==> src/rtl/alarm_pkg.sv <==
// alarm_pkg: shared types and default constants for the alarm clock key logic.
//   key_state_e     - per-key debounce FSM states
//   KEY_STATE_W     - width of the FSM state encoding
//   DEF_*_TICKS     - default debounce / hold / repeat sample counts
//   max_u()         - helper used to size the per-key counter
package alarm_pkg;

    localparam int unsigned KEY_STATE_W = 2;

    localparam int unsigned DEF_STABLE_TICKS = 4;
    localparam int unsigned DEF_HOLD_TICKS   = 100;
    localparam int unsigned DEF_REPEAT_TICKS = 25;

    typedef enum logic [KEY_STATE_W-1:0] {
        StIdle,
        StPressChk,
        StHeld,
        StRelChk
    } key_state_e;

    function automatic int unsigned max_u(input int unsigned a, input int unsigned b);
        return (a > b) ? a : b;
    endfunction

endpackage

==> src/rtl/key_debounce_cell.sv <==
// key_debounce_cell: debounces a single active-low pushbutton.
// Contains the 2-flop key synchronizer, the per-key FSM and its saturating counter.
// Ports:
//   clk_i      system clock
//   rst_ni     asynchronous active-low reset
//   tick_i     one-cycle sample strobe; the FSM only advances on tick cycles
//   key_ni     raw key, 0 = pressed, asynchronous
//   level_o    registered debounced level, 1 = pressed
//   press_o    registered one-cycle pulse per confirmed press (and per repeat)
//   release_o  registered one-cycle pulse per confirmed release
// Build option: KEY_REPEAT_EN enables auto-repeat while the key stays held.
module key_debounce_cell
    import alarm_pkg::*;
#(
    parameter int unsigned STABLE_TICKS = DEF_STABLE_TICKS,
    parameter int unsigned HOLD_TICKS   = DEF_HOLD_TICKS,
    parameter int unsigned REPEAT_TICKS = DEF_REPEAT_TICKS
) (
    input  logic clk_i,
    input  logic rst_ni,
    input  logic tick_i,
    input  logic key_ni,
    output logic level_o,
    output logic press_o,
    output logic release_o
);

`ifdef KEY_REPEAT_EN
    localparam bit RepeatEn = 1'b1;
`else
    localparam bit RepeatEn = 1'b0;
`endif

    localparam int unsigned CntMax = max_u(STABLE_TICKS, HOLD_TICKS);
    localparam int unsigned CntW   = $clog2(CntMax + 1);

    typedef logic [CntW-1:0] cnt_t;

    localparam cnt_t CntSat     = cnt_t'(CntMax);
    localparam cnt_t StableLast = cnt_t'(STABLE_TICKS - 1);
    localparam cnt_t HoldLast   = cnt_t'(HOLD_TICKS - 1);
    // Reload so the next repeat pulse lands REPEAT_TICKS ticks after this one.
    localparam cnt_t RepeatLoad = cnt_t'(HOLD_TICKS - REPEAT_TICKS);

    logic [1:0] sync_q;
    logic       pressed;

    key_state_e state_q, state_d;
    cnt_t       cnt_q, cnt_d, cnt_inc;
    logic       level_q, level_d;
    logic       press_q, press_d;
    logic       release_q, release_d;

    // Key synchronizer resets to "released".
    always_ff @(posedge clk_i or negedge rst_ni) begin
        if (!rst_ni) begin
            sync_q <= 2'b11;
        end else begin
            sync_q <= {sync_q[0], key_ni};
        end
    end

    assign pressed = ~sync_q[1];
    assign cnt_inc = (cnt_q == CntSat) ? cnt_q : cnt_q + cnt_t'(1);

    always_comb begin
        state_d   = state_q;
        cnt_d     = cnt_q;
        level_d   = level_q;
        press_d   = 1'b0;
        release_d = 1'b0;

        if (tick_i) begin
            unique case (state_q)
                StIdle: begin
                    if (pressed) begin
                        state_d = StPressChk;
                        cnt_d   = cnt_t'(1);
                    end
                end
                StPressChk: begin
                    if (!pressed) begin
                        state_d = StIdle;
                        cnt_d   = '0;
                    end else if (cnt_q == StableLast) begin
                        state_d = StHeld;
                        level_d = 1'b1;
                        press_d = 1'b1;
                        cnt_d   = '0;
                    end else begin
                        cnt_d = cnt_inc;
                    end
                end
                StHeld: begin
                    if (!pressed) begin
                        state_d = StRelChk;
                        cnt_d   = cnt_t'(1);
                    end else if (RepeatEn) begin
                        if (cnt_q == HoldLast) begin
                            press_d = 1'b1;
                            cnt_d   = RepeatLoad;
                        end else begin
                            cnt_d = cnt_inc;
                        end
                    end
                end
                StRelChk: begin
                    if (pressed) begin
                        state_d = StHeld;
                        cnt_d   = '0;
                    end else if (cnt_q == StableLast) begin
                        state_d   = StIdle;
                        level_d   = 1'b0;
                        release_d = 1'b1;
                        cnt_d     = '0;
                    end else begin
                        cnt_d = cnt_inc;
                    end
                end
                default: begin
                    state_d = StIdle;
                    cnt_d   = '0;
                    level_d = 1'b0;
                end
            endcase
        end
    end

    always_ff @(posedge clk_i or negedge rst_ni) begin
        if (!rst_ni) begin
            state_q   <= StIdle;
            cnt_q     <= '0;
            level_q   <= 1'b0;
            press_q   <= 1'b0;
            release_q <= 1'b0;
        end else begin
            state_q   <= state_d;
            cnt_q     <= cnt_d;
            level_q   <= level_d;
            press_q   <= press_d;
            release_q <= release_d;
        end
    end

    assign level_o   = level_q;
    assign press_o   = press_q;
    assign release_o = release_q;

endmodule

==> src/rtl/key_debouncer.sv <==
// key_debouncer: debounces KEY_NUM active-low pushbuttons for the alarm clock.
// SAMPLE_CLK is synchronized and edge-detected into a one-cycle tick; it is never used as a clock.
// Ports:
//   CLK_50M      system clock
//   nCLR         asynchronous active-low reset
//   SAMPLE_CLK   slow square wave from the clock divider (data)
//   key_n        raw pushbuttons, 0 = pressed
//   key_level    debounced levels, 1 = pressed
//   key_press    one-cycle press (and repeat) pulses
//   key_release  one-cycle release pulses
// Build option: KEY_REPEAT_EN enables auto-repeat in every key cell.
module key_debouncer
    import alarm_pkg::*;
#(
    parameter int unsigned KEY_NUM      = 4,
    parameter int unsigned STABLE_TICKS = DEF_STABLE_TICKS,
    parameter int unsigned HOLD_TICKS   = DEF_HOLD_TICKS,
    parameter int unsigned REPEAT_TICKS = DEF_REPEAT_TICKS
) (
    input  logic               CLK_50M,
    input  logic               nCLR,
    input  logic               SAMPLE_CLK,
    input  logic [KEY_NUM-1:0] key_n,
    output logic [KEY_NUM-1:0] key_level,
    output logic [KEY_NUM-1:0] key_press,
    output logic [KEY_NUM-1:0] key_release
);

    // [1:0] synchronizer, [2] previous value for rising-edge detection.
    logic [2:0] samp_q;
    logic       tick;

    always_ff @(posedge CLK_50M or negedge nCLR) begin
        if (!nCLR) begin
            samp_q <= 3'b000;
        end else begin
            samp_q <= {samp_q[1:0], SAMPLE_CLK};
        end
    end

    assign tick = samp_q[1] & ~samp_q[2];

    for (genvar i = 0; i < KEY_NUM; i++) begin : g_key
        key_debounce_cell #(
            .STABLE_TICKS (STABLE_TICKS),
            .HOLD_TICKS   (HOLD_TICKS),
            .REPEAT_TICKS (REPEAT_TICKS)
        ) u_cell (
            .clk_i     (CLK_50M),
            .rst_ni    (nCLR),
            .tick_i    (tick),
            .key_ni    (key_n[i]),
            .level_o   (key_level[i]),
            .press_o   (key_press[i]),
            .release_o (key_release[i])
        );
    end

endmodule

==> config.mk <==
export PLATFORM = sky130hd
export DESIGN_NAME = key_debouncer
export DESIGN_NICKNAME = d
export VERILOG_FILES = /design/src/rtl/alarm_pkg.sv /design/src/rtl/key_debounce_cell.sv /design/src/rtl/key_debouncer.sv
export SDC_FILE = /design/constraint.sdc
export NUM_CORES = 1
export LEC_CHECK = 0
export CAP_MARGIN = 15
export CORE_MARGIN = 2
export CORE_UTILIZATION = 59
export CTS_CLUSTER_DIAMETER = 80
export CTS_CLUSTER_SIZE = 40
export DETAILED_ROUTE_END_ITERATION = 10
export GPL_TIMING_DRIVEN = 0
export PLACE_DENSITY = 0.79
export SETUP_SLACK_MARGIN = 0.3
export SLEW_MARGIN = 20
export SYNTH_ARGS = -nofsm -noshare
export SYNTH_HDL_FRONTEND = slang
export SYNTH_SLANG_ARGS = --single-unit
==> constraint.sdc <==
create_clock -name CLK_50M -period 2.1 [get_ports CLK_50M]
set_input_delay 0.42 -clock CLK_50M [delete_from_list [all_inputs] [get_ports CLK_50M]]
set_output_delay 0.42 -clock CLK_50M [all_outputs]
set_load 0.02 [all_outputs]
# [Word-level counts from Yosys, hierarchy flattened]
# Index checks and enable logic that the tools add are counted.
[word_totals] reg_bits=59 input_bits=7 out_inout_bits=12 wordCells=207
[op_classes] n_addsub=4 eq_ne=52 mux=104 bitwise=2 n_reduce_logical=20
[op_table] op="7-bit two-way mux" count=24
[op_table] op="7-bit one-hot mux with 4 select lines" count=4
[op_table] op="2-bit two-way mux" count=24
[op_table] op="1-bit two-way mux" count=44
[op_table] op="2-bit by 1-bit inequality test with 1-bit output (second input constant)" count=16
[op_table] op="2-bit one-hot mux with 4 select lines" count=4
[op_table] op="7-bit by 1-bit adder with 7-bit output (second input constant)" count=4
[op_table] op="7-bit by 2-bit == test with 1-bit output (second input constant)" count=4
[op_table] op="7-bit == test (second input constant)" count=4
[op_table] op="6-bit AND reduction" count=4
[op_table] op="5-bit AND reduction" count=4
[op_table] op="2-bit == test (second input constant)" count=8
[op_table] op="2-bit inequality test (second input constant)" count=8
[op_table] op="3-bit by 1-bit inequality test with 1-bit output (second input constant)" count=4
[op_table] op="3-bit inequality test (second input constant)" count=4
[op_table] op="3-bit AND reduction" count=4
[op_table] op="2-bit by 1-bit == test with 1-bit output (second input constant)" count=4
[op_table] op="2-bit zero test" count=4
[op_table] op="1-bit one-hot mux with 2 select lines" count=4
[op_table] op="2-bit nonzero test" count=4
[op_table] op="1-bit AND" count=1
[op_table] op="1-bit NOT" count=1

# [Longest topological paths before layout]
# Gate-level depths: netlist of run 1.
[depth] ltp_word=5 ltp_mapped=6 mapped_depth_nobuf=6

# [Cells and area by module]
# Synthesis of run 1 repeated with hierarchy kept, for this count alone.
[hier_totals] cells_unflattened=292 hier_area_um2=3161.8
[by_module_without_submodules] mod="key_debounce_cell (g_key[1].u_cell ...)" n_inst=2 cells_per_inst=68 area_each_um2=750.7 seq_area_each_um2=352.8
[by_module_without_submodules] mod="key_debounce_cell (g_key[3].u_cell)" n_inst=1 cells_per_inst=80 area_each_um2=805.8 seq_area_each_um2=352.8
[by_module_without_submodules] mod="key_debounce_cell (g_key[0].u_cell)" n_inst=1 cells_per_inst=72 area_each_um2=765.7 seq_area_each_um2=352.8
[by_module_without_submodules] mod="key_debouncer" n_inst=1 cells_per_inst=4 area_each_um2=88.8 seq_area_each_um2=75.1

# [Worst setup path before layout of run 1]
# OpenSTA, ideal clock, no wires.
[synth_path] path_type="register to register" start="register g_key[1].u_cell.cnt_q[0]" end="register g_key[1].u_cell.level_q" setup_ns=0.121 arrival_ns=1.794 required_ns=1.979 path_slack_ns=0.185 stages_incl_launch_ff=7 n_path_buf=1 period_less_slack_ns=1.915 cell_sequence="dfrtp_1 ha_1 or4b_4 or4_1 buf_2 o21ai_1 a2bb2oi_2"
[synth_via] elab_chain_cells=3 word_cells_on_any_way=4 cone_classes="3 x eq/ne; 1 x reduce/logical"
[synth_rtl] item="from (decl)" line="key_debounce_cell.sv:49" text="cnt_t cnt_q, cnt_d, cnt_inc;"
[synth_rtl] item="from (signal assigned)" line="key_debounce_cell.sv:138" text="cnt_q <= cnt_d;"
[synth_rtl] item="7-bit by 2-bit == test with 1-bit output (*)" line="key_debounce_cell.sv:85, key_debounce_cell.sv:111"
[synth_rtl] item="2-bit by 1-bit inequality test with 1-bit output (no line)"
[synth_rtl] item="6-bit AND reduction (no line) (*)"
[synth_rtl] item="to (signal assigned)" line="key_debounce_cell.sv:139" text="level_q <= level_d;"
[synth_rtl] item="to (decl)" line="key_debounce_cell.sv:50" text="logic level_q, level_d;"
# Mark *: on every way between the ends. The rest lies on a longest branch, timed or not.
# A chain may end at the register's enable or synchronous reset.

# [Worst setup path in the final report of run 1]
# Ends and elaborated chain as after synthesis.

==> out/qor.csv, run 1 <==
stage;metric;value;unit
power_and_ir_drop;Lkg Pwr;0.001751;uW
clocking;CTS tree;yes;
final_layout;non-filler instance count after layout;432;
logic_synthesis;EDFF count, synth;0;
logic_synthesis;synthesized instance count;317;
global_routing;Total GRT Usage;22.48;%
global_routing;vias in the first global route;2387;
logic_synthesis;Yosys Warn Count;0;
clocking;clock sinks;59;
die;num ports;19;
final_layout;Finished Cell Area;3769;sq um
critical_path;Worst Path Required;2.31;ns
final_layout;diode count;0;
run;max cap viols;0;
routing;Avg WL per Cell;14.72;um
critical_path;Critical Path AT;2.18;ns
routing;post-route ant nets;0;
power_and_ir_drop;maximum vdd ir drop;0.6278;mV
logic_synthesis;sequential cell area fraction in the yosys report;48.55;%
routing;drt drc;0;
critical_path;crit path max fanout;6;
global_routing;global-route wire length before repair;10660;um
timing;Final Critical Period;1.966;ns
clocking;CTS max path bufs;2;
final_layout;commonest non-fill, non-tap cells in the layout;dfrtp_1 (49), buf_4 (24), o21ai_0 (20);
critical_path;worst reg2reg endpoint;g_key[1].u_cell.level_o;
die;Die Wd;76.04;um
routing;Vias/cell;5.826;
die;Initial Util;60.72;%
timing;RSZ-0062 raised after global routing;true;
critical_path;Setup crit start kind;flop;
placed_design;Placer Congestion;0.8615;
final_layout;NumNets Final;373;
logic_synthesis;Yosys cell types;50;
worst_hold_path;worst hold-check path type;input port to asynchronous set/reset pin;
critical_path;CP startpoint;g_key[1].u_cell.cnt_q[0];
clocking;Worst-path clk slew;0.06;ns
clocking;cts hold-fix bufs;0;
logic_synthesis;ys flop type;dfrtp_1;
global_routing;initial antenna violation count;0;
timing;Fmax;0.5087;GHz
timing;Tcrit/Tclk final;93.61;%
routing;initial DRC count;172;
critical_path;reg2reg setup slack;0.13;ns
timing;Least-Margin Pin Slew;0.7828;ns
placed_design;Port Buffer Count;18;
clocking;later-pin clock latency in the skew report;0.33;ns
power_and_ir_drop;Final Power;3560;uW
routing;via count;2517;
die;height of the die;76.04;um
die;Core Region;5042;sq um
final_layout;commonest non-fill, non-tap cell in the layout;dfrtp_1;
critical_path;R2R depth;6;
clocking;clock root cell;clkbuf_8;
placed_design;dpl hpwl;3855;um
global_routing;largest net degree at the start of global routing;60;
clocking;clock buffer count from CTS;9;
timing;final setup fails;0;
logic_synthesis;Yosys reg bits;59;
routing;Total Wirelength;6358;um
logic_synthesis;Mapped Nets;332;
global_routing;total grt overflow;0;
logic_synthesis;mean post-synth cell area;9.658;sq um
logic_synthesis;asr flop ratio synth;100.0;%
timing;Slew Viols, Final;0;
placed_design;DP Cell Count;405;
final_layout;Syn-to-layout area delta;23.09;%
placed_design;placed cell area;3339;sq um
timing;clock skew;0.006698;ns
critical_path;FF-to-FF Start;g_key[1].u_cell.cnt_q[0];
power_and_ir_drop;PwrDens;944.8;nW/um^2
die;row count;26;
logic_synthesis;Mapped Area;3062;sq um
timing;Slew headroom;47.26;%
timing;Fin. Hold Viols;0;
status;status;finished clean;
critical_path;Critical Path Sink Type;flop;
routing;1st-pass router iterations;4;
critical_path;CP Class;flop to flop;
final_layout;layout cell share with drive strength beyond 1;21.82;%
clocking;# H-tree levels;3;
die;die area;5781;sq um
[flip-flops by register name, summed over array words and instances (netlist names), named ones only]
register,flops
g_key.u_cell.level_o,4
samp_q,3
g_key.u_cell.sync_q,8
g_key.u_cell.state_q,4
g_key.u_cell.release_o,4
g_key.u_cell.press_o,4
g_key.u_cell.cnt_q,28
[cells by family after synthesis]
kind of cell	share of synthesized area [%]
buffers and inverters	6.539
AND/OR/NAND/NOR	19.37
multiplexers	1.308
AO/OA/AOI/OAI	18.96
XOR/XNOR	2.002
adder cells (fa/ha/maj)	3.269
flip-flops	48.55
[cells in the mapped netlist (2+ instances only)]
master,instances,area share [%]
nand3b_1,4,0.98
clkbuf_1,8,0.98
nand2_1,19,2.3
xor2_1,3,0.86
a21o_1,6,1.5
nor4b_1,5,1.4
dfrtp_1,51,42
nor2b_1,6,1.2
a32oi_1,2,0.57
and2_1,2,0.41
mux2i_1,4,1.3
o21ai_0,30,4.9
a211o_1,2,0.57
buf_4,12,2.9
o31ai_1,2,0.49
a311oi_1,3,0.86
a22o_1,5,1.4
inv_1,19,2.3
or4_1,2,0.49
o211ai_1,7,1.7
o21a_1,2,0.49
a2bb2oi_1,3,0.86
dfstp_2,8,6.9
and3_1,6,1.2
a211oi_1,3,0.74
nand4_1,10,2.0
a21oi_1,15,2.5
a31oi_1,2,0.41
or2_2,2,0.41
nor3_1,20,3.3
nor2_1,15,1.8
nand3_1,10,1.6
nand2b_1,2,0.41
ha_1,8,3.3
xnor2_1,4,1.1
[worst max path at each step]
stage,endpoint,cells past startpoint,slack [ns]
after floorplan,g_key[1].u_cell.level_o,6,0.21
after global placement,g_key[3].u_cell.level_o,1,-1.20
after detailed placement,g_key[1].u_cell.cnt_q[1],5,0.03
after CTS,g_key[1].u_cell.level_o,6,0.13
after global routing,g_key[1].u_cell.cnt_q[1],6,0.10
final,g_key[1].u_cell.level_o,6,0.13
[final cells by class]
cell class | count | area, sq um
multi-input cells | 217 | 1525
flip-flops and latches | 59 | 1489
fillers | 364 | 1274
repair buffers | 30 | 276.5
clock buffers | 13 | 168.9
plain buffers | 22 | 140.1
well taps | 70 | 87.58
inverters | 19 | 71.32
clock inverters | 2 | 10.01
[power by group]
group | internal [uW] | switching, uW | total [uW]
combinational | 497 | 606 | 1100
clock | 515 | 418 | 933
sequential | 1310 | 215 | 1520
total | 2320 | 1240 | 3560
[per-layer routing]
metal / global-route usage [%] / vias up / wire length, um / share of wire [%]
li1: - / 1221 / - / -
met2: 36.25 / 49 / 3139 / 49
met1: 29.91 / 1243 / 2956 / 46
met5: 0 / - / 0 / 0
met3: 4.976 / 4 / 216 / 3.4
met4: 8.727 / 0 / 46 / 0.72
[metrics by stage]
step / TNS (ns) / hold WS, ns / setup WS [ns] / util (%)
floorplan: 0 / 0.1244 / 0.2097 / -
global placement: -65.28 / 0.3457 / -1.196 / 66.28
detailed placement: 0 / 0.3473 / 0.03347 / 66.23
CTS: 0 / 0.1690 / 0.1332 / 71.24
global route: 0 / 0.2086 / 0.1026 / 74.74
finish: 0 / 0.1524 / 0.1342 / 74.74
[what timing repair did]
item / 4_1_cts / 5_1_grt
gates cloned: 0 / 0
gates resized for setup: 19 / 36
pin swaps: 8 / 9
setup endpoints to repair: 41 / 43
buffers inserted: 4 / 8
[critical path, stage by stage, from the launching register on]
cell and delay (ns):
dfrtp_1 0.42, ha_4 0.18, or4b_4 0.49, or4_4 0.44, buf_6 0.15, o21ai_2 0.11, a2bb2oi_2 0.06
Note: power is estimated with default switching activity, not from simulation.
==> inputs of run 2 (changes only) <==
--- a/config.mk
+++ b/config.mk
@@ -12,6 +12,7 @@
 export CTS_CLUSTER_SIZE = 40
 export DETAILED_ROUTE_END_ITERATION = 10
 export GPL_TIMING_DRIVEN = 0
+export MAX_ROUTING_LAYER = met4
 export PLACE_DENSITY = 0.79
 export SETUP_SLACK_MARGIN = 0.3
 export SLEW_MARGIN = 20
==> run 2 against run 1 <==
Effect of this change:
- sequential power hardly changed
- design area stayed put
- clock-buffer cell count did not move
==> out/qor.csv, run 2 (synthesis results as in run 1) <==
stage;metric;value;unit
final_layout;area of the multi-input gates;1525;sq um
placed_design;DP Worst Slack;0.03347;ns
global_routing;Total GRT Usage;23.11;%
die;Die Wd;76.04;um
final_layout;max reg flops;28;
placed_design;Port Buffer Count;18;
timing;Fmax;0.5086;GHz
clocking;CTS tree;yes;
timing;Fin. Hold Viols;0;
die;height of the die;76.04;um
final_layout;biggest regs;g_key.u_cell.cnt_q: 28 flops, g_key.u_cell.sync_q: 8 flops;
final_layout;layout cell share with drive strength beyond 1;21.82;%
power_and_ir_drop;P_sw;1238;uW
final_layout;non-filler instance count after layout;432;
clocking;# H-tree levels;3;
final_layout;most flop-heavy register;g_key.u_cell.cnt_q;
die;Core Region;5042;sq um
power_and_ir_drop;maximum vdd ir drop;0.6236;mV
die;num ports;19;
power_and_ir_drop;Clock power frac;26.2;%
critical_path;FF-to-FF Start;g_key[1].u_cell.cnt_q[0];
timing;Slew headroom;48.05;%
global_routing;initial antenna violation count;0;
power_and_ir_drop;PwrDens;944.4;nW/um^2
clocking;clock buffer count from CTS;9;
power_and_ir_drop;internal power;2321;uW
timing;RSZ-0062 raised after global routing;true;
routing;initial DRC count;150;
timing;Tcrit/Tclk final;93.62;%
timing;final worst setup slack;0.1340;ns
timing;Slew Viols, Final;0;
global_routing;global-route wire length before repair;10650;um
critical_path;Critical Path AT;2.18;ns
power_and_ir_drop;Sw Share;34.77;%
critical_path;CP Class;flop to flop;
routing;Total Wirelength;6324;um
worst_hold_path;worst hold-check path type;input port to asynchronous set/reset pin;
final_layout;commonest non-fill, non-tap cell in the layout;dfrtp_1;
timing;final setup fails;0;
routing;via count;2510;
clocking;CTS max path bufs;2;
timing;Least-Margin Pin Slew;0.7712;ns
clocking;Worst-path clk slew;0.07;ns
final_layout;Layout fillers;364;
die;row count;26;
final_layout;final core utilization;74.74;%
power_and_ir_drop;Comb pwr share;31.0;%
clocking;clock root cell;clkbuf_8;
placed_design;Placer Congestion;0.8753;
global_routing;vias in the first global route;2388;
final_layout;NumNets Final;373;
power_and_ir_drop;Seq pwr share;42.8;%
critical_path;Critical Path Sink Type;flop;
timing;Final Critical Period;1.966;ns
final_layout;Syn-to-layout area delta;23.09;%
critical_path;CP startpoint;g_key[1].u_cell.cnt_q[0];
placed_design;DP Cell Count;405;
routing;1st-pass router iterations;4;
timing;clock skew;0.006930;ns
critical_path;Setup crit start kind;flop;
run;max cap viols;0;
global_routing;total grt overflow;0;
final_layout;diode count;0;
global_routing;largest net degree at the start of global routing;60;
status;status;finished clean;
routing;Vias/cell;5.810;
final_layout;commonest non-fill, non-tap cells in the layout;dfrtp_1 (49), buf_4 (24), o21ai_0 (20);
final_layout;FF/Latch Area;1489;sq um
clocking;clock sinks;59;
routing;post-route ant nets;0;
placed_design;dpl hpwl;3855;um
clocking;later-pin clock latency in the skew report;0.33;ns
die;die area;5781;sq um
critical_path;Worst Path Required;2.31;ns
routing;Avg WL per Cell;14.64;um
power_and_ir_drop;Lkg Pwr;0.001751;uW
routing;drt drc;0;
critical_path;crit path max fanout;6;
die;Initial Util;60.72;%
run 2: cell counts in the layout (fill, tap and decap cells not counted):
Identical to the previous run, type by type.
run 2: worst paths after layout:
check | slack (ns) | depth (start not counted) | end
max | 0.13 | 6 | g_key[1].u_cell.level_o
min | 0.14 | 1 | g_key[1].u_cell.cnt_q[5]
min in group CLK_50M | 0.35 | 0 | g_key[1].u_cell.sync_q[1]
max in group asynchronous | 1.43 | 1 | g_key[0].u_cell.cnt_q[0]
max reg2reg | 0.13 | 6 | g_key[1].u_cell.level_o
min reg2reg | 0.35 | 0 | g_key[1].u_cell.sync_q[1]
run 2: layout make-up:
cell class	instances	share of cell area (%)
tap	70	2.324
clock buffer	13	4.482
buffer	22	3.718
inverter	19	1.892
multi-input combinational	217	40.47
clock inverter	2	0.2656
timing repair buffer	30	7.337
sequential	59	39.51
run 2: repair_timing:
action                                  CTS  global route
resized for setup                        19            36
setup buffers                             4             8
pin swaps                                 8             9
hold buffers                              0             0
gates cloned                              0             0
endpoints found under the setup margin   41            43
run 2: metal layers:
metal | vias to the layer above | wire [um] | global-route usage (%) | part of all wire (%)
met5 | - | 0 | - | 0
met3 | 6 | 214 | 4.976 | 3.4
met2 | 58 | 3107 | 36.25 | 49
met4 | 0 | 61 | 8.727 | 0.96
li1 | 1220 | - | - | -
met1 | 1226 | 2941 | 29.83 | 47
run 2: through the flow:
step                TNS (ns)  cell area (sq um)  hold slack [ns]  total power, uW
floorplan                  0               3074           0.1244             2126
global placement      -65.28               3342           0.3457             2319
detailed placement         0               3339           0.3473             2354
CTS                        0               3592           0.1690             3369
global route               0               3769           0.2086             3793
finish                     0               3769           0.1420             3559
run 2: power groups by stage:
stage / Combinational, uW / Sequential [uW] / Clock [uW]
final: 1100 / 1520 / 932
after CTS: 920 / 1500 / 949
after global routing: 1220 / 1560 / 1010
after detailed placement: 834 / 1520 / 0
after floorplan: 650 / 1480 / 0
after global placement: 805 / 1510 / 0
run 2: critical path: stages (launching register included):
cell	delay [ns]
dfrtp_1	0.42
ha_4	0.18
or4b_4	0.49
or4_4	0.44
buf_6	0.15
o21ai_2	0.11
a2bb2oi_2	0.06
